$ cat config.mk
export PLATFORM = sky130hd
export DESIGN_NAME = axi_lite_spi_regs
export DESIGN_NICKNAME = d
export VERILOG_FILES = /design/src/rtl/axi_spi_pkg.sv /design/src/rtl/axi_lite_spi_regs.sv
export SDC_FILE = /design/constraint.sdc
export NUM_CORES = 1
export LEC_CHECK = 0
export BUFFER_PORTS_ARGS = -buffer_cell sky130_fd_sc_hd__buf_2
export CORE_MARGIN = 4
export CORE_UTILIZATION = 45
export CTS_CLUSTER_SIZE = 28
export DETAILED_ROUTE_END_ITERATION = 16
export PLACE_DENSITY = 0.92
export SETUP_SLACK_MARGIN = 0.2
export SYNTH_ARGS = -nofsm -noshare
export SYNTH_HDL_FRONTEND = slang
export SYNTH_SLANG_ARGS = --single-unit
$ cat constraint.sdc
create_clock -name clk -period 2.3 [get_ports clk]
set_clock_uncertainty 0.15 [all_clocks]
set_input_delay 0.46 -clock clk [delete_from_list [all_inputs] [get_ports clk]]
set_output_delay 0.46 -clock clk [all_outputs]
set_load 0.1 [all_outputs]
$ cat src/rtl/axi_spi_pkg.sv
// Shared register map, bit positions and response codes for the AXI-Lite SPI register block.
package axi_spi_pkg;

   localparam logic [1:0] REG_CTRL   = 2'd0;
   localparam logic [1:0] REG_STATUS = 2'd1;
   localparam logic [1:0] REG_TXDATA = 2'd2;
   localparam logic [1:0] REG_RXDATA = 2'd3;

   localparam int unsigned CTRL_EN     = 0;
   localparam int unsigned CTRL_IRQ_EN = 1;

   localparam int unsigned STAT_TX_FULL  = 0;
   localparam int unsigned STAT_RX_AVAIL = 1;
   localparam int unsigned STAT_BUSY     = 2;
   localparam int unsigned STAT_RX_OVR   = 3;

   typedef enum logic [1:0] {
      OKAY   = 2'b00,
      SLVERR = 2'b10
   } resp_t;

endpackage

$ cat src/rtl/axi_lite_spi_regs.sv
// AXI4-Lite register front end for the SPI master: one TX holding word, one RX word,
// status flags with sticky overrun, and a registered level interrupt.
module axi_lite_spi_regs
   import axi_spi_pkg::*;
#(
   parameter int unsigned ADDR_WIDTH     = 4,
   parameter int unsigned AXI_DATA_WIDTH = 32,
   parameter int unsigned SPI_WIDTH      = 8
) (
   input  logic                          clk,
   input  logic                          rst_n,
   input  logic [ADDR_WIDTH-1:0]         s_awaddr,
   input  logic                          s_awvalid,
   output logic                          s_awready,
   input  logic [AXI_DATA_WIDTH-1:0]     s_wdata,
   input  logic [AXI_DATA_WIDTH/8-1:0]   s_wstrb,
   input  logic                          s_wvalid,
   output logic                          s_wready,
   output logic [1:0]                    s_bresp,
   output logic                          s_bvalid,
   input  logic                          s_bready,
   input  logic [ADDR_WIDTH-1:0]         s_araddr,
   input  logic                          s_arvalid,
   output logic                          s_arready,
   output logic [AXI_DATA_WIDTH-1:0]     s_rdata,
   output logic [1:0]                    s_rresp,
   output logic                          s_rvalid,
   input  logic                          s_rready,
   output logic                          spi_tx_valid,
   output logic [SPI_WIDTH-1:0]          spi_tx_data,
   input  logic                          spi_tx_ready,
   input  logic [SPI_WIDTH-1:0]          spi_rx_data,
   input  logic                          spi_rx_valid,
   output logic                          irq
);

   // Write channel state
   logic                      init_q;
   logic                      aw_full_q;
   logic [1:0]                awsel_q;
   logic                      w_full_q;
   logic [AXI_DATA_WIDTH-1:0] wdata_q;
   logic                      wstrb0_q;
   logic                      bvalid_q;
   resp_t                     bresp_q;

   // Register state
   logic                      ctrl_en_q, ctrl_irq_en_q;
   logic [SPI_WIDTH-1:0]      tx_hold_q;
   logic                      tx_full_q, tx_full_d;
   logic                      busy_q, busy_d;
   logic [SPI_WIDTH-1:0]      rx_data_q;
   logic                      rx_avail_q, rx_avail_d;
   logic                      rx_ovr_q, rx_ovr_d;
   logic                      irq_q;

   // Read channel state
   logic                      rvalid_q;
   logic [AXI_DATA_WIDTH-1:0] rdata_q, rdata_d;
   resp_t                     rresp_q;

   logic wr_en, wr_ctrl, wr_status, wr_tx, tx_load, tx_rej, tx_hs, rd_hs, rd_rx;

   // init_q keeps every ready low while in reset and for the first cycle after it
   assign s_awready    = init_q & ~aw_full_q & ~bvalid_q;
   assign s_wready     = init_q & ~w_full_q & ~bvalid_q;
   assign s_bvalid     = bvalid_q;
   assign s_bresp      = bresp_q;
   assign s_arready    = init_q & ~rvalid_q;
   assign s_rvalid     = rvalid_q;
   assign s_rdata      = rdata_q;
   assign s_rresp      = rresp_q;
   assign spi_tx_valid = tx_full_q & ctrl_en_q;
   assign spi_tx_data  = tx_hold_q;
   assign irq          = irq_q;

   always_comb begin
      wr_en     = aw_full_q & w_full_q;
      wr_ctrl   = wr_en & (awsel_q == REG_CTRL) & wstrb0_q;
      wr_status = wr_en & (awsel_q == REG_STATUS) & wstrb0_q;
      wr_tx     = wr_en & (awsel_q == REG_TXDATA);
      tx_rej    = wr_tx & tx_full_q;
      tx_load   = wr_tx & ~tx_full_q & wstrb0_q;
      tx_hs     = spi_tx_valid & spi_tx_ready;
      rd_hs     = s_arvalid & s_arready;
      rd_rx     = rd_hs & (s_araddr[3:2] == REG_RXDATA);
   end

   always_comb begin
      tx_full_d  = tx_full_q;
      busy_d     = busy_q;
      rx_avail_d = rx_avail_q;
      rx_ovr_d   = rx_ovr_q;
      if (tx_hs) begin
         tx_full_d = 1'b0;
      end else if (tx_load) begin
         tx_full_d = 1'b1;
      end
      // A new handshake outranks the completion of the previous transfer
      if (tx_hs) begin
         busy_d = 1'b1;
      end else if (spi_rx_valid) begin
         busy_d = 1'b0;
      end
      if (spi_rx_valid) begin
         rx_avail_d = 1'b1;
      end else if (rd_rx) begin
         rx_avail_d = 1'b0;
      end
      if (spi_rx_valid && rx_avail_q && !rd_rx) begin
         rx_ovr_d = 1'b1;
      end else if (wr_status && wdata_q[STAT_RX_OVR]) begin
         rx_ovr_d = 1'b0;
      end
   end

   always_ff @(posedge clk or negedge rst_n) begin
      if (!rst_n) begin
         init_q    <= 1'b0;
         aw_full_q <= 1'b0;
         awsel_q   <= 2'd0;
         w_full_q  <= 1'b0;
         wdata_q   <= '0;
         wstrb0_q  <= 1'b0;
         bvalid_q  <= 1'b0;
         bresp_q   <= OKAY;
      end else begin
         init_q <= 1'b1;
         if (s_awvalid && s_awready) begin
            aw_full_q <= 1'b1;
            awsel_q   <= s_awaddr[3:2];
         end else if (wr_en) begin
            aw_full_q <= 1'b0;
         end
         if (s_wvalid && s_wready) begin
            w_full_q <= 1'b1;
            wdata_q  <= s_wdata;
            wstrb0_q <= s_wstrb[0];
         end else if (wr_en) begin
            w_full_q <= 1'b0;
         end
         if (wr_en) begin
            bvalid_q <= 1'b1;
            bresp_q  <= tx_rej ? SLVERR : OKAY;
         end else if (bvalid_q && s_bready) begin
            bvalid_q <= 1'b0;
         end
      end
   end

   always_ff @(posedge clk or negedge rst_n) begin
      if (!rst_n) begin
         ctrl_en_q     <= 1'b0;
         ctrl_irq_en_q <= 1'b0;
         tx_hold_q     <= '0;
         tx_full_q     <= 1'b0;
         busy_q        <= 1'b0;
         rx_data_q     <= '0;
         rx_avail_q    <= 1'b0;
         rx_ovr_q      <= 1'b0;
         irq_q         <= 1'b0;
      end else begin
         if (wr_ctrl) begin
            ctrl_en_q     <= wdata_q[CTRL_EN];
            ctrl_irq_en_q <= wdata_q[CTRL_IRQ_EN];
         end
         if (tx_load) begin
            tx_hold_q <= wdata_q[SPI_WIDTH-1:0];
         end
         if (spi_rx_valid) begin
            rx_data_q <= spi_rx_data;
         end
         tx_full_q  <= tx_full_d;
         busy_q     <= busy_d;
         rx_avail_q <= rx_avail_d;
         rx_ovr_q   <= rx_ovr_d;
         irq_q      <= ctrl_irq_en_q & (rx_avail_q | rx_ovr_q);
      end
   end

   always_comb begin
      rdata_d = '0;
      unique case (s_araddr[3:2])
         REG_CTRL: begin
            rdata_d[CTRL_EN]     = ctrl_en_q;
            rdata_d[CTRL_IRQ_EN] = ctrl_irq_en_q;
         end
         REG_STATUS: begin
            rdata_d[STAT_TX_FULL]  = tx_full_q;
            rdata_d[STAT_RX_AVAIL] = rx_avail_q;
            rdata_d[STAT_BUSY]     = busy_q;
            rdata_d[STAT_RX_OVR]   = rx_ovr_q;
         end
         REG_RXDATA: rdata_d[SPI_WIDTH-1:0] = rx_data_q;
         default:    rdata_d = '0;
      endcase
   end

   always_ff @(posedge clk or negedge rst_n) begin
      if (!rst_n) begin
         rvalid_q <= 1'b0;
         rdata_q  <= '0;
         rresp_q  <= OKAY;
      end else begin
         if (rd_hs) begin
            rvalid_q <= 1'b1;
            rdata_q  <= rdata_d;
            rresp_q  <= OKAY;
         end else if (rvalid_q && s_rready) begin
            rvalid_q <= 1'b0;
         end
      end
   end

endmodule

==> impl_summary.md, run 1 <==
Status
The flow ran to the end, and the final reports show no timing, DRC or antenna violations.

Global route
For this run the aggregate overflow at the end of global routing stands at 0. The total routing usage reported by global routing is 13.9%. The pin count of the biggest net entering global routing is 31. The number of antenna violations at the first check in global routing is 0.

The first-pass GRT wire length is 6610 um. The number of global-route vias before repair is 1368.

Final layout
The layout-stage area growth over the synthesis result is 19.6%. 0 antenna diodes ended up in the layout. The top cell types in the final layout, fill and taps aside, are sky130_fd_sc_hd__buf_2, sky130_fd_sc_hd__dfrtp_1, sky130_fd_sc_hd__conb_1, sky130_fd_sc_hd__mux2_2, sky130_fd_sc_hd__nand2_1.

In the final layout, the share of cells above drive strength 1 is 44.4%. Leaving out fill and tap cells, the most frequent cell in the layout is sky130_fd_sc_hd__buf_2. The net count of the finished layout is 292. Measured on the finished design, the core utilization comes to 56.9%.

Detailed routing
Across all layers, the routed design uses 1366 vias. After detailed routing, the number of remaining DRC violations is 0. The per-cell routed wire length is 13.9 um. The wire length after detailed routing is 3940 um. In this run the remaining antenna-violating nets after routing total 0.

The first detailed-routing pass ran for 4 iterations. For this block, the initial DRC count from the detailed router was 72. In the routed layout, each cell is associated on average with a via count of 4.81.

Timing
For the pin with the worst max-slew slack, the measured transition is 525 ps. The ratio of final minimum period to clock period is 88.9%. Counting I/O delays and the setup requirement, the final critical path takes 2050 ps. The number of pins exceeding their max-slew limit in the final report is 0. The setup TNS is 0 ps.

The count of final hold-check violations is 0. For this run, the top clock speed supported by timing is 489 MHz. Across all hold checks on the routed design, the worst slack comes to 175 ps. The worst pin sits at a relative slew slack of 64.9%. Setup repair after global routing left no endpoint under its margin. Setup violations remaining at the end of the flow were counted as 0.

Synthesis
Yosys printed 0 warnings. In this run, synthesis inferred 0 flip-flops with an integrated enable. The mean area per synthesized cell is 12.2 um^2. Among all flip-flop cells after synthesis, the most frequent one is sky130_fd_sc_hd__dfrtp_1. The sequential-to-total area share from yosys stat is 56.4%. By area the synthesized netlist is led by sky130_fd_sc_hd__dfrtp_1, sky130_fd_sc_hd__mux2_2, sky130_fd_sc_hd__buf_4.

The biggest area contributor in the post-synthesis netlist is sky130_fd_sc_hd__dfrtp_1. Counting every instance in the synthesized netlist gives 174. In the synthesized netlist the async set-or-reset flop fraction comes to 100%.

The post-synthesis cell type count is 26. The area share of the largest cell type after synthesis is 56.4%. The synthesized netlist occupies a cell area of 2130 um^2. The total of flip-flops plus latches after synthesis is 48.

Setup path
The critical path in this run is classified as flip-flop to output port. For the worst setup path, the data required time is 1690 ps. The kind of launch point of the worst setup path is a flip-flop. On the critical path, the stage with the largest delay is an instance of sky130_fd_sc_hd__dfrtp_4.

The data arrival time of the critical path is 1440 ps. Of all nets on the critical path, the largest fanout is 5. The worst stage delay on the critical path is 520 ps.

The kind of cell with the highest combined delay along the critical path is flip-flops. The most critical setup path has its startpoint at s_bvalid. In this run the critical register-to-register path is launched from w_full_q. The critical path goes through nor3b_4, buf_2. The buffer and inverter count on the worst path is 1.

The endpoint type of the worst setup path is an output port.

CTS
After clock tree synthesis, the clock-pin slew on the worst setup and hold paths is 90 ps. The clock net in this run drives a total of 48 sinks. The insertion delay of the later-clocked pin in the worst-skew pair is 300 ps. The number of post-CTS setup repair buffers is 0. The H-tree generated during clock tree synthesis spans 2 levels. The number of buffers created by CTS is 5. The root buffer cell chosen for the clock tree is sky130_fd_sc_hd__clkbuf_8.

The maximum buffer depth of the clock tree is 2. The CTS tree is yes.

Floorplan
The total die area is 5900 um^2. The die span in x is 76.8 um. For this design the top-level I/O count stands at 112. The area of the core is 4470 um^2. The effective utilization at floorplan is 47.6%.

Measured along the y axis, the die boundary spans 76.8 um. The floorplan has 24 rows.

Placement
Buffers placed on the I/O ports in this run total 53. The HPWL reported at the end of detailed placement is 2970 um. The weighted congestion reported at the end of routability-driven placement is 0.747.

Power
The cell area power density is 1440 nW/um^2. The static leakage is 1.29 nW. The worst-case IR drop observed on VDD is 0.000933 V.

Worst hold path
The worst min-delay path startpoint is s_rready. In this run the worst hold path is classified as input port to flip-flop.

Flow run
Max-cap violations in this run came to 0.
==> layer usage <==
metal | GRT usage (%) | up-vias | wire, um
met3 | 2.81 | 5 | 239
met5 | 0 | - | 0
li1 | - | 646 | -
met4 | 5.43 | 0 | 61
met1 | 17.9 | 664 | 1710
met2 | 23.0 | 51 | 1940
==> cell type report <==
class                      count  area (um^2)
fill                         368         1930
sequential                    48         1200
multi-input combinational    115          821
timing repair buffer          56          305
clock buffer                   6         72.6
tap                           52         65.1
clock inverter                 2         60.1
inverter                       5         18.8
==> Yosys cell counts (2+ instances only) <==
library cell,count
sky130_fd_sc_hd__inv_1,5
sky130_fd_sc_hd__nor3b_1,2
sky130_fd_sc_hd__buf_4,27
sky130_fd_sc_hd__conb_1,2
sky130_fd_sc_hd__a21oi_1,6
sky130_fd_sc_hd__a21o_2,2
sky130_fd_sc_hd__or2_2,2
sky130_fd_sc_hd__nand2_1,14
sky130_fd_sc_hd__mux2i_1,4
sky130_fd_sc_hd__o21ai_0,11
sky130_fd_sc_hd__and2_1,2
sky130_fd_sc_hd__dfrtp_1,48
sky130_fd_sc_hd__clkbuf_1,4
sky130_fd_sc_hd__nor2_1,4
sky130_fd_sc_hd__mux2_2,28
sky130_fd_sc_hd__a22o_1,3
==> registers in the layout, summed over array words and instances, names as in the netlist, 2 cells and up <==
signal       cells
awsel_q          2
s_rdata          8
wdata_q          8
rx_data_q        8
spi_tx_data      8
==> repair_timing <==
action,in CTS,in global routing
endpoints found under the setup margin,1,0
hold buffers,1,0
hold endpoints to repair,18,0
gates resized for setup,1,0
==> final timing paths <==
kind | slack (ps) | depth (start not counted) | end
max | 250 | 2 | s_wready
max reg2reg | 480 | 4 | spi_tx_data[3]
min in group asynchronous | 470 | 2 | s_rdata[2]
min reg2reg | 340 | 2 | s_rdata[7]
max in group asynchronous | 1020 | 3 | spi_tx_data[3]
min | 170 | 2 | s_rvalid
==> logic make-up (layout without fill, tap and decap cells) <==
family	count (synthesis)	count (layout)	share of synthesized area [%]
other	2	28	0.353
flip-flops	48	48	56.4
multiplexers	32	32	16.7
AND/OR/NAND/NOR	31	31	8.34
AO/OA/AOI/OAI	24	24	6.87
buffers and inverters	37	69	11.3
==> power by group <==
| part | leakage (nW) | total (mW) | switching, mW | internal (mW) |
|---|---|---|---|---|
| Clock | 0.0654 | 0.705 | 0.271 | 0.434 |
| Sequential | 0.593 | 1.30 | 0.194 | 1.10 |
| Combinational | 0.631 | 1.66 | 1.30 | 0.361 |
==> through the flow <==
stage	total power, mW	worst slack [ps]	cell area [um^2]	instances
2_1_floorplan	2.73	13.0	2270	200
3_3_place_gp	2.94	501	2400	275
3_5_place_dp	2.97	460	2400	275
4_1_cts	3.70	238	2550	284
5_1_grt	3.83	204	2550	284
6_report	3.66	254	2550	284
==> worst register-to-register path, cell delays in order, from the launching register on <==
cell	delay [ps]
sky130_fd_sc_hd__dfrtp_1	480
sky130_fd_sc_hd__nand2_2	130
sky130_fd_sc_hd__nor4_4	380
sky130_fd_sc_hd__buf_4	230
sky130_fd_sc_hd__mux2_2	330
Note: power is estimated with default switching activity, not from simulation.
==> run 2, diff against run 1 <==
Settings changed: RECOVER_POWER from default to 25.
==> impl_summary.md, run 2 (same netlist as run 1, synthesis figures left out) <==
Floorplan
The effective utilization at floorplan is 47.6%. In this run the count of I/O pins placed on the die edge is 112. The die is 76.8 um wide. The die outline height is 76.8 um. In this run the standard cell core region covers 4470 um^2. The die covers 5900 um^2.

The initialized floorplan defines 24 standard-cell rows.

Worst hold path
Along the worst hold path, the cell count comes to 2. The type of the tightest min-delay check is input port to flip-flop. The worst min-delay path startpoint is s_bready.

The endpoint with the worst hold slack is s_bvalid.

Final layout
The final standard cell utilization of the core is 56.8%. The repair_antennas step left the layout with diodes totalling 0. The filler cell count in the final layout is 370. Summing all multi-input logic gate instances after layout gives 818 um^2.

After routing the design area is 2540 um^2. In the final layout, the share of cells above drive strength 1 is 43.1%. The net total in the final layout is 292. The library cells used most frequently in the layout, excluding fill and tap cells, are sky130_fd_sc_hd__buf_2, sky130_fd_sc_hd__dfrtp_1, sky130_fd_sc_hd__conb_1, sky130_fd_sc_hd__mux2_2, sky130_fd_sc_hd__nand2_1.

The sequential cell area is 1200 um^2. The layout-stage area growth over the synthesis result is 19.4%. Leaving out fill and tap cells, the most frequent cell in the layout is sky130_fd_sc_hd__buf_2.

Timing
The number of pins exceeding their max-slew limit in the final report was 0. The ratio of final minimum period to clock period is 88.9%. Setup repair after global routing left no endpoint under its margin. In this run the tightest slew margin relative to its limit is 29.6%. The count of final hold-check violations is 0. The final setup violation count is 0.

The worst-case setup margin in the final layout is 254 ps. The clock period minus worst slack is 2050 ps. The slew at the pin closest to its max-slew limit is 1060 ps. The highest clock frequency the design can meet is 489 MHz. The setup TNS is 0 ps.

Setup path
The number of cells traversed by the worst register-to-register path is 4. The slowest stage of the critical path belongs to the cell sky130_fd_sc_hd__dfrtp_4. The signal on the critical path passes through nor3b_4, buf_2. STA classifies the critical path endpoint as an output port.

Setup slack on the worst reg-to-reg path comes out at 440 ps. For the worst setup path, the data required time is 1690 ps. The kind of launch point of the worst setup path is a flip-flop. The largest single stage delay on the critical path is 520 ps.

The largest fanout of any net on the critical path is 5. The worst setup path is of the flip-flop to output port kind. The startpoint of the most critical register-to-register path is w_full_q.

The data arrival time of the critical path is 1440 ps. In this run the critical register-to-register path is captured at spi_tx_data[3].

Global route
The layer flagged by global routing as most heavily used is met2. Entering global routing, the biggest net connects 31 pins. Global routing consumed, on the met3 layer, 2.81% of the routing resources.

The first-pass GRT wire length is 6610 um. The number of global-route vias before repair is 1368. Across every metal layer, demand over resource in global routing totals 13.9%. Global routing consumed, on the met2 layer, 23.0% of the routing resources.

Global routing finished with a remaining overflow of 0. Global routing consumed, on the met1 layer, 17.9% of the routing resources. The number of antenna violations at the first check in global routing is 0.

Placement
The post-placement worst setup slack is 460 ps. The weighted congestion reported at the end of routability-driven placement is 0.747. The HPWL reported at the end of detailed placement is 2970 um. The number of port buffers is 53. The placed cell area is 2400 um^2.

Detailed routing
The remaining routing DRC violations is 0. The remaining antenna violation count after routing is 0. The per-cell routed wire length is 13.9 um. The routed via count divided by cell count is 4.81. The number of detailed-routing iterations run before antenna repair is 4. The routed layout has 1366 vias. Wires add up to 3940 um. The detailed router finished its first iteration with 75 violations.

CTS
The CTS tree is yes. The later pin in the worst-skew pair is clocked with a latency of 300 ps. The clock input transition at the sequential cells of the worst setup and hold paths is 90 ps. The maximum buffer depth of the clock tree is 2. The clock drives 48 sinks. The cell at the root of the clock tree is sky130_fd_sc_hd__clkbuf_8.

The total number of H-tree levels is 2. The number of clock buffers added by TritonCTS is 5.

Power
Overall power consumption after layout is estimated at 3.66 mW. The maximum VDD drop is 0.000933 V. For this design the static power due to leakage is 1.28 nW. For this design the ratio of total power to cell area is 1440 nW/um^2.

Flow run
The count of max-cap constraint violations is 0.

Status
The run finished with clean final reports.
run 2: cell types whose count changed in the layout (fill, tap and decap cells not counted), sizes merged:
| cell | before | now |
|---|---|---|
| buf | 55 | 53 |
| clkbuf | 6 | 8 |
run 2: layout make-up:
class                   instances  area share (%)
clock buffers                   6            2.85
inverters                       5           0.738
clock inverters                 2            2.36
well taps                      52            2.56
repair buffers                 56            11.9
flip-flops and latches         48            47.4
multi-input cells             115            32.2
run 2: worst max-delay path by stage:
stage | depth (start not counted) | slack [ps] | start | end
after global routing | 2 | 200 | s_bvalid | s_wready
after floorplan | 3 | 10 | s_bvalid | awsel_q[1]
after global placement | 4 | 500 | w_full_q | spi_tx_data[2]
after CTS | 2 | 240 | s_bvalid | s_wready
final | 2 | 250 | s_bvalid | s_wready
after detailed placement | 4 | 460 | w_full_q | spi_tx_data[5]
run 2: worst max-delay path, delay by kind of cell, from the launching register on:
family                 cells  cell delay (ps)
and+or+nand+nor            1              160
buffers and inverters      1              440
DFF                        1              520
run 2: stage by stage:
| stage | hold slack [ps] | instances |
|---|---|---|
| finish | 175 | 284 |
| global route | 190 | 284 |
| CTS | 168 | 284 |
| detailed placement | 280 | 275 |
| global placement | 271 | 275 |
| floorplan | 14.4 | 200 |
run 2: timing repair:
action	in CTS	in global routing
resized for setup	1	0
setup endpoints to repair	1	0
hold buffers	1	0
buffers inserted	0	0
hold endpoints to repair	18	0
run 2: layer usage:
metal | wire, um | share of wire (%) | up-vias
met2 | 1920 | 49 | 53
met3 | 242 | 6.1 | 5
met4 | 61 | 1.5 | 0
li1 | - | - | 647
met5 | 0 | 0 | -
met1 | 1710 | 44 | 661
run 2: power by group:
part | internal (mW) | switching, mW | leakage (nW) | total [mW]
sequential | 1.10 | 0.191 | 0.593 | 1.30
combinational | 0.360 | 1.30 | 0.624 | 1.66
clock | 0.434 | 0.271 | 0.0654 | 0.705
total | 1.90 | 1.76 | 1.28 | 3.66
==> run 3, diff against run 2 <==
Settings changed: ABC_AREA from default to 1, PLACE_DENSITY 0.92 to 0.91.
==> impl_summary.md, run 3 <==
Synthesis
After synthesis, the netlist uses 23 different library cells. The arithmetic-cell share of the synthesized area counting full adders, half adders and majority gates is 0%. After synthesis, the mean cell area works out to 8.71 um^2.

The count of flip-flops with a built-in enable after synthesis is 0. Synthesis inferred 48 register bits. The post-synthesis share of cell area spent on xor and xnor gates is 0%. Sequential cells were found to cover 54.5% of the synthesized design area. The synthesized design devotes to its leading area cell type 54.5% of total area. For this run, the number of Yosys warnings is 0.

The library cell occupying the most area in the post-synthesis netlist is sky130_fd_sc_hd__dfrtp_1. The synthesized instance count is 253. The simple-gate portion of the synthesized area is 29.3%. The synthesized netlist devotes 3.46% of its cell area to compound gates. After synthesis, the largest family of logic cells by area is simple AND/OR/NAND/NOR gates. The leading register cell type out of synthesis is sky130_fd_sc_hd__dfrtp_1. The leading cell type by number of instances after synthesis is sky130_fd_sc_hd__nand2_1.

Yosys attributes the largest share of cell area to sky130_fd_sc_hd__dfrtp_1, sky130_fd_sc_hd__nand2_1, sky130_fd_sc_hd__buf_4. The cell area that synthesis handed to floorplanning was 2200 um^2. For this run, asynchronously set or reset flops after synthesis account for 100%. Counting instances in the post-synthesis netlist gives the leading cell types as sky130_fd_sc_hd__nand2_1, sky130_fd_sc_hd__dfrtp_1, sky130_fd_sc_hd__nand3_1, sky130_fd_sc_hd__buf_4, sky130_fd_sc_hd__inv_1.

The portion of netlist area occupied by mux cells is 0%.

Power
The maximum VDD drop is 0.000816 V. Combinational cells account for 47.0% of the total power. The cell area power density is 1370 nW/um^2. Summed over all nets, the switching power comes to 1.85 mW. The total power is 3.55 mW.

Of the total power, the share spent switching nets is 52.3%. The internal portion of the total power is 1.69 mW. The clock network burns 16.7% of the power. The share of total power dissipated in sequential elements is 36.3%. The static leakage is 1.50 nW.

Timing
The ratio of final minimum period to clock period is 86.0%. On the final layout, the worst hold slack is 194 ps. The highest clock frequency the design can meet is 506 MHz. The final setup violation count is 0. The count of final hold-check violations was 0. Headroom to the max-slew limit came out at 54.3%. Setup repair after global routing left no endpoint under its margin. The setup TNS is 0 ps.

For the pin with the worst max-slew slack, the measured transition is 682 ps. The clock period minus worst slack is 1980 ps. The number of pins exceeding their max-slew limit in the final report was 0.

Status
The flow ran to the end, and the final reports show no timing, DRC or antenna violations.

Setup path
In this run the worst path has a maximum fanout of 5. Tracing the worst setup path back leads to its startpoint at s_bvalid. The endpoint of the worst register-to-register path is spi_tx_data[4]. For the worst setup path, the data arrival time is 1370 ps.

The slowest stage of the critical path belongs to the cell sky130_fd_sc_hd__dfrtp_4. STA puts the critical path data required time at 1690 ps. The worst stage delay on the critical path is 530 ps. STA classifies the critical path startpoint as a flip-flop.

The critical path capture point is s_wready. The critical setup path kind is flip-flop to output port. Measured in cells, the most critical reg-to-reg path has a length of 5. The endpoint type of the worst setup path is an output port. The critical path goes through nor3_4, buf_4.

The startpoint identified for the worst register-to-register timing path is aw_full_q. The worst reg-to-reg setup slack is 530 ps.

CTS
The clock input transition at the sequential cells of the worst setup and hold paths is 80 ps. The total number of H-tree levels is 2. No sink is reached through more buffers than the 2 on the longest clock path. The cell at the root of the clock tree is sky130_fd_sc_hd__clkbuf_8.

The number of buffers created by CTS is 5. In this run the post-CTS setup repair buffer count came out at 0. Clock tree synthesis found a total of 48 sinks. The clock reaches the later pin of the worst-skew pair after 300 ps. The CTS tree is yes.

Detailed routing
The routed layout has 1739 vias. The number of detailed-routing iterations run before antenna repair is 4. The remaining antenna violation count after routing is 0. The routed via count divided by cell count is 4.58. In this run, the number of DRC markers left after iteration 0 of detailed routing was 116. The remaining routing DRC violations is 0.

The wire length after detailed routing is 4450 um. The per-cell routed wire length is 11.7 um.

Global route
The pin count of the biggest net entering global routing is 28. The global-route congestion overflow total is 0. The number of global-route vias before repair is 1696. The first global-routing pass estimated 7560 um of wire. The number of antenna violations at the first check in global routing was 0.

The total routing usage reported by global routing is 15.5%.

Floorplan
The area of the core is 4720 um^2. The initial utilization of the core area, before any placement, comes to 46.7%. The total die area is 6080 um^2. The number of I/O pins is 112. The die outline height is 78.0 um. The number of placement rows is 25. The die is 78.0 um wide.

Placement
The number of port buffers is 53. The HPWL after detailed placement is 3430 um. Routability-driven placement finished with a final weighted congestion of 0.805. The placed cell area is 2490 um^2.

After detailed placement, the design holds a cell count of 371.

Final layout
The layout-stage area growth over the synthesis result is 17.1%. The post-route netlist has 22.4% of its cells at a drive strength greater than 1. Once layout is done, the placed cells without fillers occupy 2580 um^2. In the layout the commonest cells are sky130_fd_sc_hd__nand2_1, sky130_fd_sc_hd__buf_2, sky130_fd_sc_hd__dfrtp_1, sky130_fd_sc_hd__nand3_1, sky130_fd_sc_hd__conb_1.

Leaving out fill and tap cells, the most frequent cell in the layout is sky130_fd_sc_hd__nand2_1. The post-layout instance count excluding filler cells is 380. The antenna diode instance count is 0. The net total in the final layout is 373.

Worst hold path
The type of the tightest min-delay check is input port to flip-flop. The worst hold path was traced through 2 stages.

Flow run
Across the run, the number of max-cap violations was 0.
[run 3: cell types whose count changed after synthesis, moves of 3 or more]
| cell | change |
|---|---|
| sky130_fd_sc_hd__inv_1 | +7 |
| sky130_fd_sc_hd__mux2i_1 | -4 |
| sky130_fd_sc_hd__nand2_1 | +86 |
| sky130_fd_sc_hd__mux2_2 | -28 |
| sky130_fd_sc_hd__nand3_1 | +30 |
| sky130_fd_sc_hd__a21oi_1 | -6 |
| sky130_fd_sc_hd__clkbuf_1 | -3 |
[run 3: how the worst min path moves through the flow]
| stage | slack, ps | end | from |
|---|---|---|---|
| 2_1_floorplan | 10 | aw_full_q | rst_n |
| 3_3_place_gp | 300 | s_rdata[7] | rx_data_q[7] |
| 3_5_place_dp | 300 | spi_tx_data[5] | spi_tx_data[5] |
| 4_1_cts | 190 | s_rvalid | s_rready |
| 5_1_grt | 190 | s_rvalid | s_rready |
| 6_report | 190 | s_rvalid | s_rready |
[run 3: power groups by stage]
stage	clock network [mW]	registers, mW	logic [mW]
floorplan	0	1.98	0.750
finish	0.591	1.29	1.67
global route	0.640	1.32	1.77
detailed placement	0	1.31	1.69
CTS	0.604	1.30	1.71
global placement	0	1.29	1.67
[run 3: per-layer routing]
| metal | track usage [%] | share of wire (%) | vias to the layer above |
|---|---|---|---|
| li1 | - | - | 859 |
| met1 | 19.6 | 41 | 805 |
| met3 | 3.48 | 7.4 | 7 |
| met5 | 0 | 0 | - |
| met4 | 4.72 | 1.2 | 0 |
| met2 | 26.5 | 51 | 68 |
[run 3: cell families after synthesis]
group,Yosys count
buffers and inverters,45
AO/OA/AOI/OAI,13
other,2
flip-flops,48
AND/OR/NAND/NOR,145
[run 3: critical path: cells and delay by family (launching register included)]
family,cells,cell delay [ps]
flip-flops,1,530
buffers and inverters,1,330
AND/OR/NAND/NOR,1,220
[run 3: repair_timing]
item,CTS,global route
hold endpoints to repair,21,0
gates resized for setup,2,0
hold buffers,1,0
setup endpoints to repair,2,0
[run 3: layout make-up]
| class | count | area [um^2] |
|---|---|---|
| tap | 67 | 83.8 |
| multi-input combinational | 186 | 822 |
| inverter | 14 | 52.6 |
| timing repair buffer | 57 | 310 |
| sequential | 48 | 1200 |
| clock inverter | 2 | 35.0 |
| clock buffer | 6 | 72.6 |
| fill | 456 | 2140 |
[run 3: metrics by stage]
stage / setup slack (ps) / utilization, %
floorplan: 87.9 / -
global placement: 522 / 52.7
detailed placement: 521 / 52.7
CTS: 317 / 55.3
global route: 262 / 54.6
finish: 322 / 54.6
